===== config.mk =====
export PLATFORM = sky130hd
export DESIGN_NAME = core_sequencer
export DESIGN_NICKNAME = d
export VERILOG_FILES = /design/src/rtl/core_pkg.sv /design/src/rtl/core_sequencer_bus_watchdog.sv /design/src/rtl/core_sequencer.sv
export SDC_FILE = /design/constraint.sdc
export NUM_CORES = 1
export LEC_CHECK = 0
export CORE_AREA = 2 2 99 120
export DETAILED_ROUTE_END_ITERATION = 8
export DIE_AREA = 0 0 101 122
export HOLD_SLACK_MARGIN = 0.15
export PLACE_DENSITY = 0.73
export SYNTH_ARGS = -nofsm -noshare
export SYNTH_HDL_FRONTEND = slang
export SYNTH_HIERARCHICAL = 1
export SYNTH_SLANG_ARGS = --single-unit

===== constraint.sdc =====
create_clock -name clk -period 2.9 [get_ports clk]
set_input_delay 0.435 -clock clk [delete_from_list [all_inputs] [get_ports clk]]
set_output_delay 0.435 -clock clk [all_outputs]
set_load 0.03 [all_outputs]

===== src/rtl/core_pkg.sv =====
// Shared core definitions: sequencer state encoding and trap cause codes.
// Imported by the sequencer, ALU and register file.
package core_pkg;

  typedef enum logic [2:0] {
    ST_FETCH     = 3'd0,
    ST_DECODE    = 3'd1,
    ST_EXECUTE   = 3'd2,
    ST_MEM       = 3'd3,
    ST_WRITEBACK = 3'd4,
    ST_TRAP      = 3'd7
  } state_t;

  typedef enum logic [1:0] {
    CAUSE_NONE       = 2'd0,
    CAUSE_MISALIGNED = 2'd1,
    CAUSE_ILLEGAL    = 2'd2,
    CAUSE_TIMEOUT    = 2'd3
  } cause_t;

  localparam logic [31:0] PC_STEP = 32'd4;

endpackage


===== src/rtl/core_sequencer_bus_watchdog.sv =====
// Counts bus wait cycles and flags an access that has stalled past the limit.
// A ready on the limit cycle still completes, so expiry requires ready low.
module bus_watchdog #(
  parameter int TIMEOUT_CYCLES = 255,
  parameter int CNT_W          = 8
) (
  input  logic clk,
  input  logic rst,
  input  logic clear,
  input  logic busy,
  input  logic ready,
  output logic expired
);

  localparam logic [CNT_W-1:0] LIMIT = CNT_W'(TIMEOUT_CYCLES);

  logic [CNT_W-1:0] cnt;

  // Saturates at the limit so it can never wrap back into a quiet state.
  always_ff @(posedge clk or posedge rst) begin
    if (rst) begin
      cnt <= '0;
    end else if (clear) begin
      cnt <= '0;
    end else if (busy && !ready && (cnt != LIMIT)) begin
      cnt <= cnt + 1'b1;
    end
  end

  assign expired = busy && !ready && (cnt == LIMIT);

endmodule


===== src/rtl/core_sequencer.sv =====
// Top-level control FSM of the core: sequences fetch/decode/execute/mem/writeback,
// owns the PC, bus handshakes, writeback enable, PC redirect and sticky trap.
module core_sequencer
  import core_pkg::*;
#(
  parameter logic [31:0] RESET_PC       = 32'h0000_0000,
  parameter int          TIMEOUT_CYCLES = 255,
  parameter int          CNT_W          = 8
) (
  input  logic        clk,
  input  logic        rst,
  output logic [2:0]  state,
  output logic [31:0] pc,
  output logic        mem_req,
  output logic        mem_we,
  output logic [31:0] mem_addr,
  input  logic        mem_ready,
  output logic        ir_we,
  output logic        rf_we,
  input  logic        is_load,
  input  logic        is_store,
  input  logic        is_branch,
  input  logic        is_jal,
  input  logic        is_jalr,
  input  logic        is_illegal,
  input  logic        branch_taken,
  input  logic [31:0] alu_address,
  output logic        trap,
  output logic [1:0]  trap_cause,
  output logic [31:0] instret
);

  state_t      state_q, state_d;
  cause_t      cause_q, cause_d;
  logic [31:0] pc_q, pc_d;
  logic [31:0] instret_q, instret_d;
  logic [31:0] pc_next;
  logic        bus_state;
  logic        expired;

  assign bus_state = (state_q == ST_FETCH) || (state_q == ST_MEM);

  bus_watchdog #(
    .TIMEOUT_CYCLES(TIMEOUT_CYCLES),
    .CNT_W         (CNT_W)
  ) u_watchdog (
    .clk    (clk),
    .rst    (rst),
    .clear  (!bus_state),
    .busy   (bus_state),
    .ready  (mem_ready),
    .expired(expired)
  );

  always_comb begin
    pc_next = pc_q + PC_STEP;
    if (is_jal) begin
      pc_next = alu_address;
    end else if (is_jalr) begin
      pc_next = {alu_address[31:1], 1'b0};
    end else if (is_branch && branch_taken) begin
      pc_next = alu_address;
    end
  end

  always_ff @(posedge clk or posedge rst) begin
    if (rst) begin
      state_q   <= ST_FETCH;
      pc_q      <= RESET_PC;
      cause_q   <= CAUSE_NONE;
      instret_q <= '0;
    end else begin
      state_q   <= state_d;
      pc_q      <= pc_d;
      cause_q   <= cause_d;
      instret_q <= instret_d;
    end
  end

  // In FETCH and MEM a ready on the limit cycle wins over the watchdog.
  always_comb begin
    state_d   = state_q;
    pc_d      = pc_q;
    cause_d   = cause_q;
    instret_d = instret_q;
    case (state_q)
      ST_FETCH: begin
        if (mem_ready) begin
          state_d = ST_DECODE;
        end else if (expired) begin
          state_d = ST_TRAP;
          cause_d = CAUSE_TIMEOUT;
        end
      end
      ST_DECODE: state_d = ST_EXECUTE;
      ST_EXECUTE: begin
        if (is_illegal) begin
          state_d = ST_TRAP;
          cause_d = CAUSE_ILLEGAL;
        end else if (is_load || is_store) begin
          state_d = ST_MEM;
        end else begin
          state_d = ST_WRITEBACK;
        end
      end
      ST_MEM: begin
        if (mem_ready) begin
          state_d = ST_WRITEBACK;
        end else if (expired) begin
          state_d = ST_TRAP;
          cause_d = CAUSE_TIMEOUT;
        end
      end
      ST_WRITEBACK: begin
        if (pc_next[1:0] != 2'b00) begin
          state_d = ST_TRAP;
          cause_d = CAUSE_MISALIGNED;
        end else begin
          state_d   = ST_FETCH;
          pc_d      = pc_next;
          instret_d = instret_q + 32'd1;
        end
      end
      ST_TRAP: state_d = ST_TRAP;
      default: begin
        state_d = ST_TRAP;
        cause_d = CAUSE_ILLEGAL;
      end
    endcase
  end

  // Strobes are gated by rst so an abandoned access never writes.
  always_comb begin
    mem_req  = 1'b0;
    mem_we   = 1'b0;
    mem_addr = '0;
    ir_we    = 1'b0;
    rf_we    = 1'b0;
    if (!rst) begin
      case (state_q)
        ST_FETCH: begin
          mem_req  = 1'b1;
          mem_addr = pc_q;
          ir_we    = mem_ready;
        end
        ST_MEM: begin
          mem_req  = 1'b1;
          mem_we   = is_store;
          mem_addr = alu_address;
        end
        ST_WRITEBACK: rf_we = !(is_store || is_branch);
        default: ;
      endcase
    end
  end

  assign state      = state_q;
  assign pc         = pc_q;
  assign trap       = (state_q == ST_TRAP);
  assign trap_cause = cause_q;
  assign instret    = instret_q;

endmodule

==> results_tabular.tex, run 1 <==
\begin{tabular}{lr}
\hline
Metric & Value \\
\hline
\multicolumn{2}{l}{\textbf{Logic synthesis}} \\
Fraction of registers with async set or reset after synthesis & 1.000 \\
Cell variety after synth & 60 \\
Synth Cell Area & between 4000 and 5000 um\^{}2 \\
Syn Area/Cell & roughly 9 um\^{}2 \\
Synthesized Nets & 578 \\
Cells after synthesis & about 530 \\
Number of flops mapped to enable cells by yosys & 0 \\
Warnings, synthesis & 6 \\
Sequential fraction of the synthesis area & 0.4104 \\
Register bit count reported by yosys & 77 \\
Flip-flop cell with the highest count after synthesis & dfrtp\_1 \\
\multicolumn{2}{l}{\textbf{STA}} \\
Number of failing setup endpoints in the final timing report & 0 \\
Post-route fraction of the period consumed by the critical path & 0.9521 \\
Transition at the pin with the smallest max-transition slack & between 0.8 and 0.9 ns \\
Slew Viols, Final & 0 \\
Final WS setup & 0.1389 ns \\
Fin. Hold Viols & 0 \\
Setup TNS & 0 ns \\
Unrepaired setup endpoints after global routing & no \\
Clock skew after layout & 0.008514 ns \\
Final Critical Period & between 2 and 3 ns \\
Post-Route Hold Slack & approximately 0.47 ns \\
Headroom to the max-slew limit & 0.4072 \\
Achievable Freq & 362.2 MHz \\
\multicolumn{2}{l}{\textbf{Detailed routing}} \\
Initial detailed-routing violation count & 253 \\
Drt first pass iters & 5 \\
Per-cell routed wire length & 17.35 um \\
Post-route DRC & 0 \\
Total via count in the routed design & roughly 4,900 \\
Post-route ant nets & 0 \\
Total wire length after detailed routing & $\sim$14 mm \\
Routed vias/inst & 5.924 \\
\multicolumn{2}{l}{\textbf{Clocking}} \\
Inserted Clock Buffers & 9 \\
Source-to-sink clock delay at the later pin of the worst-skew pair & about 0.34 ns \\
Clock Sink Count & 77 \\
Clock transition at the registers of the reported paths & approximately 0.060 ns \\
TritonCTS clock tree & built \\
Max clock buf depth & 2 \\
Max H-tree Level & 3 \\
Hold-fix buffers at CTS & 0 \\
Resized cells post-CTS & 0 \\
Root buffer cell & clkbuf\_16 \\
Post-CTS setup buffer count & 0 \\
\multicolumn{2}{l}{\textbf{Power and ir drop}} \\
Clk pwr share & 0.356 \\
Internal Power & $\sim$2.1 mW \\
Worst IR drop on VDD & between 0.0002 and 0.0003 V \\
NetSw & 0.9417 mW \\
Switching share of power & 0.3141 \\
Combinational share of power & 0.212 \\
Share of power burned in registers & 0.431 \\
Final total power & approximately 3.0 mW \\
Leakage power total & about 2.7 nW \\
Power per Cell Area & 450.6 nW/um\^{}2 \\
\multicolumn{2}{l}{\textbf{Finish}} \\
Number of nets at the end of the flow & approximately 720 \\
Area grow syn2layout & 41.74\% \\
Ant. Diodes & 0 \\
Register cell area after layout & roughly 1900 um\^{}2 \\
Fillers & slightly below 1,000 \\
Area of the multi-input gates & roughly 2600 um\^{}2 \\
Fraction of layout cells with a size suffix above 1 & 0.1023 \\
\multicolumn{2}{l}{\textbf{Global routing}} \\
Number of global-route vias before repair & 4,644 \\
GRT overflow & 0 \\
First-pass GRT wire length & $\sim$23 mm \\
Initial antenna violation count & 0 \\
GRT Resource Usage Total & 0.2314 \\
Maximum number of pins on one net before global-route repair & 70 \\
\multicolumn{2}{l}{\textbf{Floorplanning}} \\
Floorplan die area & roughly 12,000 um\^{}2 \\
Die boundary height & $\sim$120 um \\
Core region area & between 10,000 and 15,000 um\^{}2 \\
Starting density of the core & 0.4155 \\
Boundary Pins & between 100 and 150 \\
Die width & roughly 100 um \\
Cell row count & 43 \\
\multicolumn{2}{l}{\textbf{Critical path}} \\
Data required time of the critical path & $\sim$2.5 ns \\
Kind of critical path & reg2out \\
Worst Setup Start Kind & flop \\
Crit. End Element & output pin \\
CP Max Fanout & 33 \\
Data arrival at the endpoint of the critical path & between 2 and 2.5 ns \\
R2r worst-path depth & 9 \\
\multicolumn{2}{l}{\textbf{Placed design}} \\
Quantity of I/O buffers inserted on ports & about 150 \\
Final HPWL DP & around 10 mm \\
Place WS & 0.2939 ns \\
Weighted congestion reported at the end of routability-driven placement & 0.8400 \\
\multicolumn{2}{l}{\textbf{Min path}} \\
Path type of the worst min-delay path & reg2reg \\
Hold-critical path depth & 1 \\
\multicolumn{2}{l}{\textbf{Run status}} \\
Outcome & completed \\
\multicolumn{2}{l}{\textbf{Job}} \\
Max Cap Violations & 0 \\
\hline
\end{tabular}
cells in the final DEF (no fill, tap or decap), types with 4 or more instances in the layout:
cell and instances:
o22ai_1 10, o21ai_0 10, nand3_1 31, o22a_1 10, nand4_1 16, dfrtp_1 77
clkbuf_16 9, a31oi_1 10, inv_1 5, clkdlybuf4s50_1 129, a2bb2oi_1 15, a22oi_1 32
xor2_1 7, a21oi_1 31, nor2_1 62, and3_1 13, buf_4 35, xnor2_1 24
nor3b_1 4, nor3_1 12, and2_1 11, nand2_1 45, and4_1 16
synthesized netlist by cell type (all sizes together) (10+ instances only):
library cell	number	area (um^2)
dfrtp	77	1927
nor2	63	236.5
nand2	45	168.9
a21oi	32	171.4
a22oi	32	240.2
nand3	31	155.2
clkbuf	27	101.4
xnor2	24	210.2
and4	17	150.1
nand4	16	100.1
a2bb2oi	15	131.4
nor3	15	85.08
and2	13	83.83
and3	13	81.33
o21ai	12	60.06
a31oi	10	62.56
o22a	10	87.58
o22ai	10	62.56
cell type report:
class	count	share of cell area
clock buffer	10	0.03592
clock inverter	6	0.006769
sequential	77	0.2896
inverter	6	0.003949
tap	135	0.02539
timing repair buffer	168	0.2443
multi-input combinational	417	0.3941
state kept, by name, indices dropped and copies added, names as in the netlist:
register        count
state               3
trap_cause          2
pc                 32
u_watchdog/cnt      8
instret            32
per-layer routing:
metal / vias to the layer above / track usage / part of all wire
li1: 2297 / - / -
met1: 2312 / 0.2914 / 0.41
met2: 219 / 0.3850 / 0.49
met3: 24 / 0.04418 / 0.078
met4: 0 / 0.1022 / 0.024
met5: - / 0 / 0
path summary, 6_finish.rpt:
kind / start / end / slack (ns)
max: state[1] / mem_addr[9] / 0.14
min: instret[31] / instret[31] / 0.47
max reg2reg: state[1] / trap_cause[0] / 0.41
min reg2reg: instret[31] / instret[31] / 0.47
max in group asynchronous: rst / instret[9] / 1.50
min in group asynchronous: rst / pc[25] / 0.79
worst max-delay path, stage by stage, from the launching register on:
cell	delay, ns
dfrtp_1	0.42
nor3_2	0.29
buf_6	0.31
a22oi_1	0.14
nor2_1	0.13
clkdlybuf4s50_1	0.68
kinds of logic after synthesis:
logic type,count (synthesis),share of synthesized area
compound gates,143,0.2164
xor+xnor,31,0.05784
fa+ha+maj,3,0.007997
buf+inv,39,0.03385
flops,77,0.4104
mux,4,0.009860
simple gates,236,0.2636
stage by stage:
stage	utilization	instance area, um^2	instances
after floorplan	-	4698	533
after global placement	0.5635	6366	803
after detailed placement	0.5635	6366	803
after CTS	0.5886	6650	819
after global routing	0.5889	6654	819
final	0.5889	6654	819
power groups by stage:
stage / Sequential (mW) / Combinational, mW / Clock (mW)
after global routing: 1.31 / 0.678 / 1.13
after global placement: 1.31 / 0.626 / 0
after CTS: 1.29 / 0.642 / 1.09
after floorplan: 1.45 / 0.168 / 0
final: 1.29 / 0.637 / 1.07
after detailed placement: 1.31 / 0.639 / 0
(Power assumes the default switching activity.)
==> inputs of run 2 (changes only) <==
- PLACE_DENSITY: 0.73 -> not set
- PLACE_DENSITY_LB_ADDON: not set -> 0.1
==> run 2 against run 1 <==
Effect of this change: via count up 0.16%; global-route usage up 0.51 points; critical endpoint is now mem_addr[10]; critical path depth up 1; count of clock-buffer cells in the layout down 1; critical path type unchanged; sequential cell count unchanged; setup slack better by 0.046 ns; highest routed layer unchanged; register-to-register slack better by 0.03 ns; core utilization down 0.11 points; fmax up 1.7%.
==> results_tabular.tex, run 2 (synthesis results as in run 1) <==
\begin{tabular}{lr}
\hline
Metric & Value \\
\hline
\multicolumn{2}{l}{\textbf{Finish}} \\
Most common cell after layout, fill and taps aside & clkdlybuf4s50\_1 \\
Design Area, Final & roughly 6600 um\^{}2 \\
Area grow syn2layout & 41.47\% \\
Commonest cells after routing, fill and taps aside & clkdlybuf4s50\_1, dfrtp\_1, nor2\_1 \\
Ant. Diodes & 0 \\
Fraction of layout cells with a size suffix above 1 & 0.1137 \\
Number of nets at the end of the flow & between 700 and 800 \\
\multicolumn{2}{l}{\textbf{Power and ir drop}} \\
Final total power & 3.007 mW \\
Leakage power total & approximately 2.7 nW \\
Clk pwr share & 0.359 \\
Worst IR drop on VDD & just under 0.0003 V \\
Internal Power & between 2 and 2.5 mW \\
NetSw & around 0.97 mW \\
Switching share of power & 0.3225 \\
Combinational share of power & 0.211 \\
Share of power burned in registers & 0.429 \\
Power per Cell Area & 452.8 nW/um\^{}2 \\
\multicolumn{2}{l}{\textbf{STA}} \\
Achievable Freq & approximately 370 MHz \\
Unrepaired setup endpoints after global routing & no \\
Post-route fraction of the period consumed by the critical path & 0.9364 \\
Fin. Hold Viols & 0 \\
Headroom to the max-slew limit & 0.3955 \\
Post-Route Hold Slack & approximately 0.47 ns \\
Setup TNS & 0 ns \\
Final Critical Period & $\sim$2.7 ns \\
Clock skew after layout & approximately 0.0078 ns \\
Transition at the pin with the smallest max-transition slack & just over 0.9 ns \\
Number of failing setup endpoints in the final timing report & 0 \\
Slew Viols, Final & 0 \\
\multicolumn{2}{l}{\textbf{Detailed routing}} \\
Post-route ant nets & 0 \\
Post-route DRC & 0 \\
Initial detailed-routing violation count & about 260 \\
Total via count in the routed design & a little under 5,000 \\
Per-cell routed wire length & between 15 and 20 um \\
Drt first pass iters & 5 \\
Routed vias/inst & slightly below 6 \\
Total wire length after detailed routing & between 10 and 15 mm \\
\multicolumn{2}{l}{\textbf{Min path}} \\
Hold-critical path depth & 1 \\
Path type of the worst min-delay path & reg2reg \\
End of the worst hold path & instret[31] \\
Beginning of the worst hold path & instret[31] \\
\multicolumn{2}{l}{\textbf{Placed design}} \\
Weighted congestion reported at the end of routability-driven placement & around 0.87 \\
Quantity of I/O buffers inserted on ports & 147 \\
Final HPWL DP & slightly above 10 mm \\
Post-placement cell area & between 6000 and 7000 um\^{}2 \\
\multicolumn{2}{l}{\textbf{Floorplanning}} \\
Die width & 101 um \\
Die boundary height & between 100 and 150 um \\
Core region area & roughly 11,000 um\^{}2 \\
Cell row count & 43 \\
Starting density of the core & 0.4155 \\
Boundary Pins & around 150 \\
Floorplan die area & between 10,000 and 15,000 um\^{}2 \\
\multicolumn{2}{l}{\textbf{Critical path}} \\
CP Max Fanout & 24 \\
Internal reg-to-reg setup slack & 0.44 ns \\
Kind of critical path & reg2out \\
Data arrival at the endpoint of the critical path & 2.28 ns \\
Worst Setup Start Kind & flop \\
Crit. End Element & output pin \\
Capturing point of the worst reg2reg path & trap\_cause[0] \\
Startpoint of the most critical register-to-register path & state[1] \\
Data required time of the critical path & 2.47 ns \\
R2r worst-path depth & 9 \\
\multicolumn{2}{l}{\textbf{Clocking}} \\
Root buffer cell & clkbuf\_16 \\
Max H-tree Level & 3 \\
TritonCTS clock tree & built \\
Max clock buf depth & 2 \\
Inserted Clock Buffers & 9 \\
Clock Sink Count & 77 \\
Source-to-sink clock delay at the later pin of the worst-skew pair & $\sim$0.34 ns \\
Clock transition at the registers of the reported paths & roughly 0.07 ns \\
\multicolumn{2}{l}{\textbf{Global routing}} \\
First-pass GRT wire length & around 23 mm \\
GRT Resource Usage Total & 0.2365 \\
Number of global-route vias before repair & approximately 4,700 \\
Initial antenna violation count & 0 \\
Maximum number of pins on one net before global-route repair & 70 \\
GRT overflow & 0 \\
\multicolumn{2}{l}{\textbf{Job}} \\
Max Cap Violations & 0 \\
\multicolumn{2}{l}{\textbf{Run status}} \\
Outcome & completed \\
\hline
\end{tabular}
==> run 2: worst max path at each step <==
stage	cells past startpoint	to	startpoint	slack, ns
CTS	6	mem_addr[10]	state[1]	0.06
floorplan	10	trap_cause[0]	state[0]	0.04
finish	6	mem_addr[10]	state[1]	0.18
detailed placement	5	pc[29]	is_branch	0.32
global route	6	mem_addr[12]	state[1]	0.06
global placement	5	pc[29]	is_branch	0.36
==> run 2: layer usage <==
metal,global-route usage,up-vias,share of wire,wire length [um]
li1,-,2298,-,-
met1,0.3130,2365,0.43,6146
met2,0.3913,178,0.49,6991
met3,0.04418,19,0.063,899
met4,0.07517,0,0.018,255
met5,0,-,0,0
==> run 2: critical path, stage by stage (launching register included) <==
cell	delay, ns
dfrtp_2	0.47
nand2_1	0.13
nor2_2	0.12
buf_4	0.30
a22oi_1	0.11
nor2_1	0.12
clkdlybuf4s50_1	0.69
==> run 2: power groups by stage <==
stage	logic, mW	registers [mW]	clock network [mW]
3_5_place_dp	0.639	1.31	0
4_1_cts	0.642	1.29	1.10
2_1_floorplan	0.168	1.45	0
6_report	0.635	1.29	1.08
3_3_place_gp	0.633	1.31	0
5_1_grt	0.680	1.31	1.15
==> run 2: through the flow <==
| stage | worst slack, ns | utilization | cells |
|---|---|---|---|
| 4_1_cts | 0.06041 | 0.5877 | 821 |
| 2_1_floorplan | 0.03550 | - | 533 |
| 6_report | 0.1845 | 0.5878 | 821 |
| 3_5_place_dp | 0.3156 | 0.5626 | 805 |
| 5_1_grt | 0.05908 | 0.5878 | 821 |
| 3_3_place_gp | 0.3596 | 0.5626 | 805 |
==> run 2: area by class of cell <==
type / count / area, um^2
repair buffers: 170 / 1612
fillers: 1041 / 4657
well taps: 135 / 168.9
multi-input cells: 417 / 2623
flip-flops and latches: 77 / 1928
inverters: 6 / 26.28
clock buffers: 9 / 225.2
clock inverters: 7 / 58.81
==> run 2: what timing repair did <==
action / in CTS / in global routing
hold buffers: 0 / 0
setup endpoints to repair: 0 / 12
buffers inserted: 0 / 0
gates resized for setup: 0 / 1
==> variant 1, RTL diff (config.mk and constraints of run 1) <==
Make the reset (`rst`) synchronous in 2 clocked blocks.
--- a/src/rtl/core_sequencer_bus_watchdog.sv
+++ b/src/rtl/core_sequencer_bus_watchdog.sv
@@ -19,3 +19,3 @@
   // Saturates at the limit so it can never wrap back into a quiet state.
-  always_ff @(posedge clk or posedge rst) begin
+  always_ff @(posedge clk) begin
     if (rst) begin
--- a/src/rtl/core_sequencer.sv
+++ b/src/rtl/core_sequencer.sv
@@ -65,3 +65,3 @@
 
-  always_ff @(posedge clk or posedge rst) begin
+  always_ff @(posedge clk) begin
     if (rst) begin
Function: differs if rst is asserted again (counterexample within 4 cycles, from zero or initial values and one cycle with rst high); with rst held inactive, the same outputs for 10 cycles.
==> variant 1 against run 1 <==
- count of clock-buffer cells in the layout shrank 1
- setup slack gained 200 ps
- register-to-register slack lost 70 ps
- first-iteration DRC count grew 63%
- cell area grew 0.45%
- area after synthesis grew 0.83%
- clock skew shrank 2.1 ps
- wire length grew 8.9%
- sequential cell count is the same
Power is not compared: it rests on default switching activity, and its combinational part moved more than twofold at a synthesized area within 25%.
==> variant 1: results <==
timing:
  fin_skew_ps: 6.43
  worst_slew_pin_slew_ps: 767
  hold_slack_ps: 482
grt:
  grt_first_pass_wirelength_um: 25000
  grt.total_usage: 0.250
  grt_max_degree: 61
  grt_pass1_vias: 5162
route:
  drt_iter0_markers: 412
yosys:
  ys_async_sr_fraction: 0
  syn-num-nets: 689
  synth_common_cells: "77 x dfxtp_1, 77 x nor2_1, 66 x a21oi_1"
  ys_types: 61
  synth-xor-area-share: 0.0148
  netlist_instances: 644
  synth_area_leaders: "dfxtp_1 33%, a21oi_1 7.0%, nor2_1 6.1%"
  synth_mux_area_frac: 0.00872
  yosysSeqAreaShare: 0.326
hold_path:
  hold_path.startpoint: "u_watchdog/cnt[1]"
  holdPathStages: 2
place:
  dpl.cell_count: 898
  place_congestion: 0.863
  placedInstanceArea_um2: 6330
  pre_cts_slack_ps: 68.8
worst_setup_path:
  crit_family: "simple AND/OR/NAND/NOR gates"
  arrival_ps: 2820
  timing.critical_path.slowest_cell_delay_ps: 520
  timing.rr.end: "instret[20]"
  critPathMaxFanout: 10
  cpMaxStageDelayCell: "or3_1"
  r2r-start: "state[1]"
  timing.reg2reg.setup_slack_ps: 340
final_layout:
  final_nets: 819
  stdcell_area_um2: 6680
  layout-drive-gt1-share: 0.116
status:
  outcome: "completed"
[variant 1: cell types whose count changed after synthesis, sizes merged, moves of 10 or more]
cell     change
or3         +10
o31ai       +18
clkbuf      +18
xnor2       -17
nor2        +14
dfrtp       -77
dfxtp       +77
o22a        -10
a2bb2oi     -15
or4         +17
o21ai       +26
and4        -12
a21oi       +34
nor4        +10
[variant 1: final cells by class]
class	count	share of cell area
Multi-Input combinational cell	503	0.443
Timing Repair Buffer	170	0.242
Sequential cell	77	0.231
Clock buffer	9	0.0337
Tap cell	135	0.0253
Clock inverter	7	0.0185
Inverter	13	0.00730
[variant 1: power by group]
group / internal, mW / switching (mW)
combinational: 0.478 / 0.817
clock: 0.845 / 0.465
sequential: 1.13 / 0.0939
total: 2.45 / 1.38
[variant 1: cells by family (layout without fill, tap and decap cells)]
logic type / Yosys count / in the layout
buf+inv: 64 / 199
mux: 4 / 4
compound gates: 209 / 209
simple gates: 279 / 279
xor+xnor: 8 / 8
fa+ha+maj: 3 / 3
flops: 77 / 77
[variant 1: how the worst max path moves through the flow]
stage | startpoint | end | slack (ps)
after floorplan | state[1] | trap_cause[0] | 60
after global placement | is_branch | instret[20] | 140
after detailed placement | is_branch | instret[20] | 70
after CTS | state[1] | trap_cause[0] | 290
after global routing | state[1] | trap_cause[0] | 30
final | state[1] | instret[20] | 340
[variant 1: routing by layer]
layer	vias up	global-route usage	part of all wire	wire (µm)
met3	24	0.0528	0.069	1070
met1	2615	0.317	0.43	6700
met2	225	0.427	0.48	7430
met5	-	0	0	0
met4	0	0.0701	0.017	269
li1	2676	-	-	-
[variant 1: timing repair]
| item | CTS | global route |
|---|---|---|
| buffers inserted | 0 | 0 |
| endpoints found under the setup margin | 0 | 2 |
| resized for setup | 0 | 1 |
==> variant 2, RTL diff (flow settings as in run 1) <==
Made on the original files. `CNT_W` is set to 8 in 2 places; all go to 10.
--- a/src/rtl/core_sequencer_bus_watchdog.sv
+++ b/src/rtl/core_sequencer_bus_watchdog.sv
@@ -4,3 +4,3 @@
   parameter int TIMEOUT_CYCLES = 255,
-  parameter int CNT_W          = 8
+  parameter int CNT_W          = 10
 ) (
--- a/src/rtl/core_sequencer.sv
+++ b/src/rtl/core_sequencer.sv
@@ -7,3 +7,3 @@
   parameter int          TIMEOUT_CYCLES = 255,
-  parameter int          CNT_W          = 8
+  parameter int          CNT_W          = 10
 ) (
Function: no difference found for any inputs over 10 cycles, from zero or initial values and one cycle with rst high; that may be too few to reach the edited logic, so the function may still have changed.
==> variant 2 against run 1 <==
- cell area grew 1.5%
- total power grew 3.2%
- clock power grew 6%
- setup slack gained 110 ps
- sequential cell count grew 2
- non-clock buffer count grew 2
- area after synthesis grew 1.3%
- via count grew 0.68%
- wire length grew 0.94%
==> variant 2: results <==
grt:
  use_met1: 0.304
  use_met2: 0.382
  grt_max_degree: 70
  antenna_found_initial: 0
  grt_first_pass_wirelength_um: 23000
  grt_busiest_layer: "met2"
  grt.total_usage: 0.233
  grt_pass1_vias: 4689
  use_met3: 0.0470
place:
  placedInstanceArea_um2: 6460
  io_buffers: 147
  place_congestion: 0.863
  pre_cts_slack_ps: 201
  dp_hpwl_um: 10500
  dpl.cell_count: 814
route:
  wl_met2_um: 7000
  met1Wirelength_um: 6060
  routed-wl-met3_um: 1050
  totalWireLength_um: 14300
  detail_route.wl_per_cell_um: 17.3
  drt_pass1_iterations: 5
  drt_iter0_markers: 273
  top_layer: "met4"
  num_vias: 4885
clocking:
  cts_buffers: 9
  clk_path_buf_depth: 2
  post_cts_resized: 0
  cts_root_buf: "clkbuf_16"
  h-tree-depth: 3
yosys:
  syn_area_per_cell_um2: 8.78
  synth_area_leaders: "dfrtp_1 42%, nor2_1 5.4%, xnor2_1 5.2%"
  syn-num-nets: 587
  synth_common_cells: "79 x dfrtp_1, 68 x nor2_1, 46 x nand2_1"
  synth_ff_type: "dfrtp_1"
  yosysWarnings: 6
  ys_types: 55
  yosysSeqAreaShare: 0.416
  ys_async_sr_fraction: 1.00
worst_setup_path:
  critPathKind: "flip-flop to primary output"
  endpoint: "mem_addr[12]"
  critPathMaxFanout: 34
  timing.reg2reg.setup_slack_ps: 420
  timing.rr.end: "trap_cause[0]"
  rr_worst_depth: 10
  crit_family: "buffers and inverters"
  cp-end-kind: "primary output"
  r2r-start: "state[0]"
  arrival_ps: 2220
power:
  netSwitchingFraction: 0.306
  leakage_nw: 2.69
  irDropWorstVdd_mv: 0.270
status:
  outcome: "completed"
final_layout:
  n_antenna_cell: 0
  final_nets: 735
  fill_cells: 1006
  layout-drive-gt1-share: 0.0964
timing:
  slew-limit-headroom: 0.497
  fin_ws_ps: 247
  fin_skew_ps: 6.33
-- variant 2: cell types whose count changed after synthesis, sizes merged, moves of 2 or more --
cell and change:
nand2b -3, a211oi +2, nor2b -3, and4 -4
nand3 +4, nor3 -3, dfrtp +2, xnor2 +4
inv +4, a21oi -2, nor2 +5, a311oi -2
-- variant 2: power groups by stage --
| stage | logic (mW) | registers [mW] | clock network (mW) |
|---|---|---|---|
| final | 0.641 | 1.32 | 1.13 |
| after detailed placement | 0.643 | 1.33 | 0 |
| after floorplan | 0.168 | 1.48 | 0 |
| after CTS | 0.645 | 1.32 | 1.15 |
| after global placement | 0.631 | 1.34 | 0 |
| after global routing | 0.679 | 1.34 | 1.19 |
-- variant 2: worst min-delay path by stage --
stage | startpoint | endpoint | slack (ps) | cells past startpoint
3_5_place_dp | instret[31] | instret[31] | 470 | 1
4_1_cts | instret[31] | instret[31] | 470 | 1
2_1_floorplan | rst | u_watchdog/cnt[0] | 280 | 1
6_report | instret[31] | instret[31] | 470 | 1
3_3_place_gp | instret[31] | instret[31] | 470 | 1
5_1_grt | instret[31] | instret[31] | 490 | 1
-- variant 2: worst register-to-register path, delay by kind of cell (launching register included) --
family,cells,cell delay [ps]
simple gates,6,1210
compound gates,3,640
flops,1,430
buf+inv,1,100
-- variant 2: logic make-up after synthesis --
group	synth area share
compound gates	0.216
xor+xnor	0.0644
fa+ha+maj	0.00789
buf+inv	0.0366
flops	0.416
mux	0.00658
simple gates	0.253
-- variant 2: area by class of cell --
cell class	instances	area, µm²	share of cell area
clock buffer	9	225	0.0333
clock inverter	7	70.1	0.0104
inverter	10	41.3	0.00611
multi-input combinational	420	2620	0.388
sequential	79	1980	0.293
tap	135	169	0.0250
timing repair buffer	170	1650	0.245
